`config.mk`:
```
export PLATFORM = sky130hd
export DESIGN_NAME = alu
export DESIGN_NICKNAME = d
export VERILOG_FILES = /design/src/rtl/rv_pkg.sv /design/src/rtl/alu_decode.sv /design/src/rtl/alu.sv
export SDC_FILE = /design/constraint.sdc
export NUM_CORES = 1
export LEC_CHECK = 0
export ABC_AREA = 1
export CAP_MARGIN = 20
export CORE_ASPECT_RATIO = 2
export CORE_MARGIN = 2
export CORE_UTILIZATION = 38
export CTS_BUF_LIST = sky130_fd_sc_hd__clkbuf_8
export CTS_CLUSTER_DIAMETER = 200
export DETAILED_ROUTE_END_ITERATION = 16
export GPL_TIMING_DRIVEN = 0
export PLACE_DENSITY = 0.61
export SLEW_MARGIN = 20
export SYNTH_ARGS = -nofsm -noshare
export SYNTH_HDL_FRONTEND = slang
export SYNTH_SLANG_ARGS = --single-unit
```
`constraint.sdc`:
```
create_clock -name clk -period 0.85 [get_ports clk]
set_clock_uncertainty 0.2 [all_clocks]
set_input_delay 0.2125 -clock clk [delete_from_list [all_inputs] [get_ports clk]]
set_output_delay 0.2125 -clock clk [all_outputs]
set_load 0.03 [all_outputs]
```
`src/rtl/rv_pkg.sv`:
```
// Shared RV64I encoding constants and the ALU operation enum.
// Both the decoder and the execute-stage datapath import this package.
package rv_pkg;

  localparam int XLEN = 64;
  localparam int ILEN = 32;

  localparam logic [6:0] OPCODE_OP = 7'b0110011;

  localparam logic [2:0] F3_ADD_SUB = 3'b000;
  localparam logic [2:0] F3_SLL     = 3'b001;
  localparam logic [2:0] F3_SLT     = 3'b010;
  localparam logic [2:0] F3_SLTU    = 3'b011;
  localparam logic [2:0] F3_XOR     = 3'b100;
  localparam logic [2:0] F3_SRL_SRA = 3'b101;
  localparam logic [2:0] F3_OR      = 3'b110;
  localparam logic [2:0] F3_AND     = 3'b111;

  localparam logic [6:0] F7_BASE = 7'b0000000;
  localparam logic [6:0] F7_ALT  = 7'b0100000;

  typedef enum logic [3:0] {
    ADD,
    SUB,
    SLL,
    SRL,
    SRA,
    SLT,
    SLTU,
    XOR,
    OR,
    AND,
    ILLEGAL
  } alu_op_t;

  // Only the low six bits of rs2 select the shift distance on RV64.
  function automatic logic [5:0] shamt(input logic [XLEN-1:0] val);
    return val[5:0];
  endfunction

endpackage

```
`src/rtl/alu_decode.sv`:
```
// Combinational R-type decoder: instruction word to alu_op_t.
// Anything that is not a supported OP-opcode encoding decodes to ILLEGAL.
module alu_decode
  import rv_pkg::*;
(
  input  logic [ILEN-1:0] instruction,
  output alu_op_t         op
);

  logic [6:0] opcode;
  logic [2:0] funct3;
  logic [6:0] funct7;
  logic       is_base;
  logic       is_alt;
  logic       unused_reg_fields;

  assign opcode  = instruction[6:0];
  assign funct3  = instruction[14:12];
  assign funct7  = instruction[31:25];
  assign is_base = (funct7 == F7_BASE);
  assign is_alt  = (funct7 == F7_ALT);

  // rd, rs1 and rs2 select registers upstream; they do not affect the op.
  assign unused_reg_fields = ^{instruction[24:15], instruction[11:7]};

  always_comb begin
    op = ILLEGAL;
    if (opcode == OPCODE_OP && (is_base || is_alt)) begin
      case (funct3)
        F3_ADD_SUB: op = is_alt ? SUB : ADD;
        F3_SRL_SRA: op = is_alt ? SRA : SRL;
        F3_SLL:     op = is_base ? SLL  : ILLEGAL;
        F3_SLT:     op = is_base ? SLT  : ILLEGAL;
        F3_SLTU:    op = is_base ? SLTU : ILLEGAL;
        F3_XOR:     op = is_base ? XOR  : ILLEGAL;
        F3_OR:      op = is_base ? OR   : ILLEGAL;
        F3_AND:     op = is_base ? AND  : ILLEGAL;
        default:    op = ILLEGAL;
      endcase
    end
  end

endmodule

```
`src/rtl/alu.sv`:
```
// Registered 64-bit RV64I execute-stage ALU: decode, datapath mux and a
// single output register, so each result appears exactly one clock later.
module alu
  import rv_pkg::*;
(
  input  logic            clk,
  input  logic            rst_n,
  input  logic [XLEN-1:0] a,
  input  logic [XLEN-1:0] b,
  input  logic [ILEN-1:0] instruction,
  output logic [XLEN-1:0] out,
  output logic            illegal
);

  alu_op_t         op;
  logic [5:0]      sh;
  logic            lt_signed;
  logic            lt_unsigned;
  logic [XLEN-1:0] out_d, out_q;
  logic            illegal_d, illegal_q;

  alu_decode u_decode (
    .instruction (instruction),
    .op          (op)
  );

  assign sh          = shamt(b);
  assign lt_signed   = ($signed(a) < $signed(b));
  assign lt_unsigned = (a < b);

  always_comb begin
    out_d     = '0;
    illegal_d = 1'b0;
    case (op)
      ADD:     out_d = a + b;
      SUB:     out_d = a - b;
      SLL:     out_d = a << sh;
      SRL:     out_d = a >> sh;
      SRA:     out_d = $unsigned($signed(a) >>> sh);
      SLT:     out_d = {{(XLEN-1){1'b0}}, lt_signed};
      SLTU:    out_d = {{(XLEN-1){1'b0}}, lt_unsigned};
      XOR:     out_d = a ^ b;
      OR:      out_d = a | b;
      AND:     out_d = a & b;
      default: illegal_d = 1'b1;
    endcase
  end

  // Reset drops any in-flight result; both outputs read zero while held.
  always_ff @(posedge clk or negedge rst_n) begin
    if (!rst_n) begin
      out_q     <= '0;
      illegal_q <= 1'b0;
    end else begin
      out_q     <= out_d;
      illegal_q <= illegal_d;
    end
  end

  assign out     = out_q;
  assign illegal = illegal_q;

endmodule

```
==> impl_metrics.tcl, run 1 <==
set metrics [dict create \
    cts_sinks 65 \
    grtUsageTotal 0.847 \
    htreeDepth 3 \
    die_h_um 369 \
    grt_max_degree 48 \
    placed_area_mm2 0.0295 \
    avgSynthCellArea_um2 4.91 \
    netlist_area_mm2 0.0253 \
    yosys_register_bits 65 \
    ios 227 \
    synth_ff_type "dfrtp_1" \
    cts_made_buffers 9 \
    async_flop_share 1.00 \
    grt_pass1_vias 51200 \
    yosys_warnings 0 \
    cts.path.max_buffers 2 \
    syn_inst 5149 \
    synth.net_count 5509 \
    grt_pass1_wl_um 446000 \
    start_util 0.384 \
    synth_edf_count 0 \
    globalplace.congestion 1.32 \
    run.stop_error "[ERROR GRT-0116] Global routing finished with congestion. Check the congestion regions in the DRC Viewer." \
    hpwl_um 186000 \
    root_buffer "clkbuf_8" \
    grt_remaining_overflow 2994 \
    dp_slack_ps -4370 \
    fp.dieW_um 186 \
    num_rows 133 \
    status "stopped before the end" \
    synth.distinct_cells 47 \
    stop_stage "global routing (5_1_grt)" \
    port_buffers 211 \
    yosysSeqAreaShare 0.0644 \
]
## cell usage after synthesis (35+ instances only)
cell type  number  area share
nand2_1      1785        0.27
nand3_1       846        0.17
inv_1         640       0.095
nor2_1        562       0.084
a21oi_1       218       0.043
o21ai_0       211       0.042
ha_1          196       0.097
clkbuf_1      129       0.019
nand4_1       109       0.027
dfrtp_1        65       0.064
buf_2          57       0.011
o211ai_1       48       0.014
buf_1          45      0.0067
nor3_1         35      0.0069
## routing by layer
metal	overflow	global-route usage
met4	761	0.933
met2	2164	1.10
met5	3	0.199
met1	19	0.802
met3	47	0.624
## per-stage QoR
stage	TNS [ps]	std cells	utilization
after CTS	-161700	6446	0.559
after detailed placement	-286140	6239	0.448
after global placement	-521350	6237	0.448
after floorplan	-89260	5149	-
## cells by family after synthesis
group / Yosys count / synth area share
AO/OA/AOI/OAI: 555 / 0.120
buffers and inverters: 900 / 0.139
adder cells (fa/ha/maj): 198 / 0.0987
AND/OR/NAND/NOR: 3420 / 0.574
XOR/XNOR: 10 / 0.00347
multiplexers: 1 / 0.000396
flip-flops: 65 / 0.0644
## what timing repair did
item / in CTS
gates resized for setup: 1825
pin swaps: 299
endpoints found under the setup margin: 130
buffers inserted: 221
endpoints found under the hold margin: 65
cloned: 7
==> run 2: changes to the inputs <==
--- a/config.mk
+++ b/config.mk
@@ -7,14 +7,11 @@
 export LEC_CHECK = 0
 export ABC_AREA = 1
 export CAP_MARGIN = 20
-export CORE_ASPECT_RATIO = 2
 export CORE_MARGIN = 2
-export CORE_UTILIZATION = 38
-export CTS_BUF_LIST = sky130_fd_sc_hd__clkbuf_8
-export CTS_CLUSTER_DIAMETER = 200
+export CORE_UTILIZATION = 23
 export DETAILED_ROUTE_END_ITERATION = 16
 export GPL_TIMING_DRIVEN = 0
-export PLACE_DENSITY = 0.61
+export PLACE_DENSITY_LB_ADDON = 0.15
 export SLEW_MARGIN = 20
 export SYNTH_ARGS = -nofsm -noshare
 export SYNTH_HDL_FRONTEND = slang
==> run 2 against run 1 <==
The flow now finishes, with violations (negative hold slack, negative setup slack). Synthesized cell count is the same. Area after synthesis is the same.
==> impl_metrics.tcl, run 2 <==
set metrics [dict create \
    status "finished with violations" \
    violations "negative hold slack, negative setup slack" \
    worstSetupStartpoint "a[26]" \
    async_flop_share 1.00 \
    cp.buffers_inverters 5 \
    num_rows 121 \
    path_max_fanout 7 \
    antenna_left 0 \
    dr.pass1.iters 6 \
    stdcell_count 7114 \
    wl_per_cell_um 34.7 \
    yosys.area.top_type "nand2_1" \
    ios 227 \
    worst-setup-path-type "in -> reg" \
    netlist_area_mm2 0.0253 \
    start_util 0.232 \
    clkSlewWorstSetupHoldPaths_ps 60 \
    fin_nets 6048 \
    final_cell_mix "nand2_1, nand3_1, inv_1" \
    coreArea_mm2 0.109 \
    synth_xor_area_frac 0.00347 \
    leakage_nw 20.6 \
    drt-initial-drc-count 4755 \
    antenna_found_initial 10 \
    globalplace.congestion 1.09 \
    root_buffer "clkbuf_16" \
    via_per_inst 5.70 \
    hp-class "in -> async" \
    cp_slowest_cell "ha_4" \
    cts.path.max_buffers 2 \
    critPathMostFrequentCell "nand2_4" \
    synth.net_count 5509 \
    p_total_mw 33.4 \
    cap_violations 0 \
    cts_tree "done" \
    synth.mux.area_fraction 0.000396 \
    synth_ff_type "dfrtp_1" \
    crit_chain "clkbuf_4, inv_1, ha_4, nand2_1, inv_2, nand2_4, nor2_4, clkinvlp_4, nor2_4, nand2_4, nand2_4, nand2_1, nand3_2, nand2_2, inv_2, nand4_1" \
    fin_tns_setup_ps -134810 \
    worstSetupEndpointType "register" \
    synthTopCellsByCount "nand2_1, nand3_1, inv_1, nor2_1, a21oi_1" \
    hpwl_um 201000 \
    tightest_slew_ps 1290 \
    grtUsageTotal 0.420 \
    finalSetupViolations 130 \
    cp.required_ps 790 \
    path_delay_family "simple AND/OR/NAND/NOR gates" \
    die_area_mm2 0.113 \
    fin_crit_sh 3.09 \
    grt_pass1_vias 38300 \
    cts_sinks 65 \
    dp_slack_ps -4660 \
    yosysSeqAreaShare 0.0644 \
    hold_violations 65 \
    synth.distinct_cells 47 \
    htreeDepth 3 \
    ys_top_cells_by_area "nand2_1, nand3_1, ha_1, inv_1, nor2_1" \
    fin_hold_ws_ps -473 \
    drc 0 \
    yosys_warnings 0 \
    arrival_ps 2570 \
    grt_remaining_overflow 0 \
    yosysTopAreaCellShare 0.265 \
    rsz0062_at_grt "yes" \
    syn_inst 5149 \
    syn_to_final_growth_pct 65.7 \
    final_common_cell "nand2_1" \
    final_layout_size_suffix_gt1_frac 0.387 \
    pwr_density_cell_mw_per_mm2 797 \
    worst_slack_ps -1770 \
    slowest_delay_ps 360 \
    grt_pass1_wl_um 320000 \
    synth_edf_count 0 \
    largest_reg_flops 64 \
    wl_um 247000 \
    dp_cells 6776 \
    relSlewSlack 0.142 \
    synthAdderAreaFrac 0.0987 \
    final_area_mm2 0.0419 \
    die_h_um 335 \
    placed_area_mm2 0.0302 \
    cp-start-kind "input pin" \
    synth.most_common_cell "nand2_1" \
    grt_max_degree 44 \
    ir_drop_mv 1.03 \
    avgSynthCellArea_um2 4.91 \
    fp.dieW_um 335 \
    post-route-util 0.385 \
    synth_top_family_by_area "simple AND/OR/NAND/NOR gates" \
    cts_made_buffers 9 \
    vias 40500 \
    port_buffers 211 \
    yosys.area_share.simple 0.574 \
    synth_compound_area_frac 0.120 \
    fmax_mhz 381 \
    yosys_register_bits 65 \
    min_period_ps 2620 \
    drv_slew 0 \
]
==> run 2: cell counts after synthesis <==
Identical to the previous run, type by type.
==> run 2: kinds of logic (layout without fill, tap and decap cells) <==
logic type                 Yosys count  count (layout)
AOI/OAI and AO/OA                  555             555
xor gates and xnor gates            10              10
adders and majority gates          198             198
buffers and inverters              900            1444
DFF                                 65              65
muxes                                1               1
other                                0               7
and+or+nand+nor                   3420            3420
==> run 2: layout make-up <==
cell class | count | area, um2
diodes | 7 | 17.5
plain buffers | 210 | 2300
clock buffers | 9 | 225
clock inverters | 7 | 52.6
fillers | 12300 | 67000
inverters | 652 | 2660
multi-input cells | 4184 | 27600
flip-flops and latches | 65 | 1710
well taps | 1414 | 1770
repair buffers | 566 | 5510
==> run 2: timing repair <==
action | CTS | global route
setup endpoints to repair | 130 | 130
setup buffers | 214 | 136
pin swaps | 252 | 361
cloned | 7 | 3
gates resized for setup | 1948 | 1424
hold endpoints to repair | 65 | 59
==> run 2: path summary, 6_finish.rpt <==
path,slack [ps],end,depth (start not counted)
min in group clk,210,out[15]$_DFF_PN0_,5
setup / recovery,-1770,out[32]$_DFF_PN0_,16
hold / removal,-470,out[20]$_DFF_PN0_,1
max in group asynchronous,280,out[52]$_DFF_PN0_,2
==> run 2: layer usage <==
metal	track usage	share of wire
met2	0.666	0.44
met1	0.495	0.38
met4	0.359	0.11
met5	0	0.000045
met3	0.0645	0.079
==> run 2: power breakdown <==
part | switching, mW | internal, mW
combinational | 17.9 | 8.25
sequential | 0.00560 | 3.10
clock | 2.08 | 2.00
total | 20.0 | 13.4
Power figures use the tool's default switching activity.
==> run 3: changes to the inputs <==
--- a/config.mk
+++ b/config.mk
@@ -11,7 +11,7 @@
 export CORE_UTILIZATION = 23
 export DETAILED_ROUTE_END_ITERATION = 16
 export GPL_TIMING_DRIVEN = 0
-export PLACE_DENSITY_LB_ADDON = 0.15
+export PLACE_DENSITY = 0.36
 export SLEW_MARGIN = 20
 export SYNTH_ARGS = -nofsm -noshare
 export SYNTH_HDL_FRONTEND = slang
==> run 3 against run 2 <==
The flow still finishes with violations (negative hold slack, negative setup slack). Critical path depth up 5. Highest routed layer unchanged. Sequential share of layout area hardly changed. Sequential power barely moved. Via count fell by 0.41%. Largest power group unchanged. First-iteration DRC count shrank 11%.
==> impl_metrics.tcl, run 3 (same netlist as run 2, synthesis figures left out) <==
set metrics [dict create \
    tightest_slew_ps 1090 \
    fin_nets 6046 \
    coreArea_mm2 0.109 \
    final_cell_mix "nand2_1, nand3_1, inv_1" \
    cp-start-kind "input pin" \
    hold_violations 65 \
    worst-setup-path-type "in -> reg" \
    path_max_fanout 5 \
    hpwl_um 207000 \
    wl_per_cell_um 35.8 \
    ir_drop_mv 1.12 \
    wl_um 254000 \
    drv_slew 0 \
    fmax_mhz 372 \
    rsz0062_at_grt "yes" \
    final_area_mm2 0.0418 \
    ios 227 \
    finalSetupViolations 130 \
    relSlewSlack 0.271 \
    cp.required_ps 810 \
    antenna_found_initial 9 \
    slowest_delay_ps 290 \
    grt_pass1_vias 38600 \
    min_period_ps 2690 \
    start_util 0.232 \
    fp.dieW_um 335 \
    fin_crit_sh 3.16 \
    grtUsageTotal 0.434 \
    grt_remaining_overflow 0 \
    globalplace.congestion 1.06 \
    largest_reg_flops 64 \
    leakage_nw 20.3 \
    dp_slack_ps -4480 \
    violations "negative hold slack, negative setup slack" \
    cts_sinks 65 \
    status "finished with violations" \
    cts.path.max_buffers 2 \
    syn_to_final_growth_pct 65.3 \
    cts_made_buffers 9 \
    crit_chain "buf_16, inv_8, clkbuf_16, clkbuf_16, clkbuf_16, ha_4, clkbuf_16, nor2_4, nand2_2, inv_2, nand2_2, nand2_4, nand2_4, nand2_4, nand2_8, nand2_8, nand2_8, nand2_4, nand2_2, nand3_2, nand4_1" \
    arrival_ps 2650 \
    cts_tree "done" \
    die_h_um 335 \
    worstSetupEndpointType "register" \
    pwr_density_cell_mw_per_mm2 819 \
    final_common_cell "nand2_1" \
    cap_violations 0 \
    fill_cells 12300 \
    grt_max_degree 46 \
    hp-class "in -> async" \
    via_per_inst 5.68 \
    htreeDepth 3 \
    grt_pass1_wl_um 329000 \
    drt-initial-drc-count 4213 \
    fin_tns_setup_ps -138180 \
    placed_area_mm2 0.0302 \
    final_layout_size_suffix_gt1_frac 0.386 \
    dr.pass1.iters 7 \
    clkSlewWorstSetupHoldPaths_ps 80 \
    die_area_mm2 0.113 \
    p_total_mw 34.2 \
    antenna_left 0 \
    fin_hold_ws_ps -502 \
    num_rows 121 \
    drc 0 \
    port_buffers 211 \
    root_buffer "clkbuf_16" \
    vias 40400 \
    worst_slack_ps -1840 \
    cp_slowest_cell "nand4_1" \
]
==> run 3: changes by cell type in the layout (fill, tap and decap cells not counted), moves of 16 or more <==
| cell | previous run | this run |
|---|---|---|
| clkbuf_4 | 49 | 31 |
| nand2_1 | 1389 | 1363 |
| nand2_2 | 247 | 284 |
| nand3_2 | 193 | 157 |
| nand3_4 | 59 | 82 |
| nor2_1 | 304 | 320 |
==> run 3: final timing paths <==
| kind | startpoint | end | slack (ps) | cells past startpoint |
|---|---|---|---|---|
| worst max-delay path | b[4] | out[0]$_DFF_PN0_ | -1840 | 21 |
| worst min-delay path | rst_n | out[14]$_DFF_PN0_ | -500 | 1 |
| max in group asynchronous | rst_n | out[46]$_DFF_PN0_ | 310 | 2 |
| min in group clk | b[13] | out[13]$_DFF_PN0_ | 240 | 6 |
==> run 3: repair_timing <==
| item | in CTS | in global routing |
|---|---|---|
| resized for setup | 2122 | 1196 |
| gates cloned | 4 | 7 |
| pin swaps | 284 | 323 |
| hold endpoints to repair | 65 | 65 |
| endpoints found under the setup margin | 130 | 130 |
| setup buffers | 207 | 132 |
==> run 3: through the flow <==
stage / utilization / cells
floorplan: - / 5149
global placement: 0.277 / 6774
detailed placement: 0.277 / 6777
CTS: 0.347 / 6971
global route: 0.383 / 7105
finish: 0.384 / 7109
==> run 3: final cells by class <==
cell class                      instances  area [um2]  share of cell area
Multi-Input combinational cell       4184       27600               0.662
Inverter                              652        2670              0.0639
Sequential cell                        65        1710              0.0409
Clock inverter                          7        53.8             0.00129
Timing Repair Buffer                  559        5410               0.129
Timing Repair inverter                  1        30.0            0.000719
Antenna cell                            4        10.0            0.000240
Buffer                                214        2250              0.0539
Clock buffer                            9         225             0.00539
Tap cell                             1414        1770              0.0424
==> run 3: critical path: cells and delay by family <==
kind | cells | cell delay [ps]
and+or+nand+nor | 13 | 1280
buffers and inverters | 7 | 860
adders and majority gates | 1 | 250
==> run 3: power breakdown <==
group | switching (mW) | internal, mW | leakage [nW]
sequential | 0.00498 | 3.10 | 0.796
clock | 2.15 | 2.00 | 0.140
combinational | 18.4 | 8.56 | 19.4
total | 20.5 | 13.7 | 20.3
==> run 3: layer usage <==
layer | vias up | global-route usage | wire, um | part of all wire
li1 | 17600 | - | - | -
met1 | 19700 | 0.508 | 96800 | 0.38
met2 | 2244 | 0.699 | 112000 | 0.44
met3 | 815 | 0.0696 | 18600 | 0.073
met4 | 4 | 0.356 | 27100 | 0.11
met5 | - | 0 | 27 | 0.00011
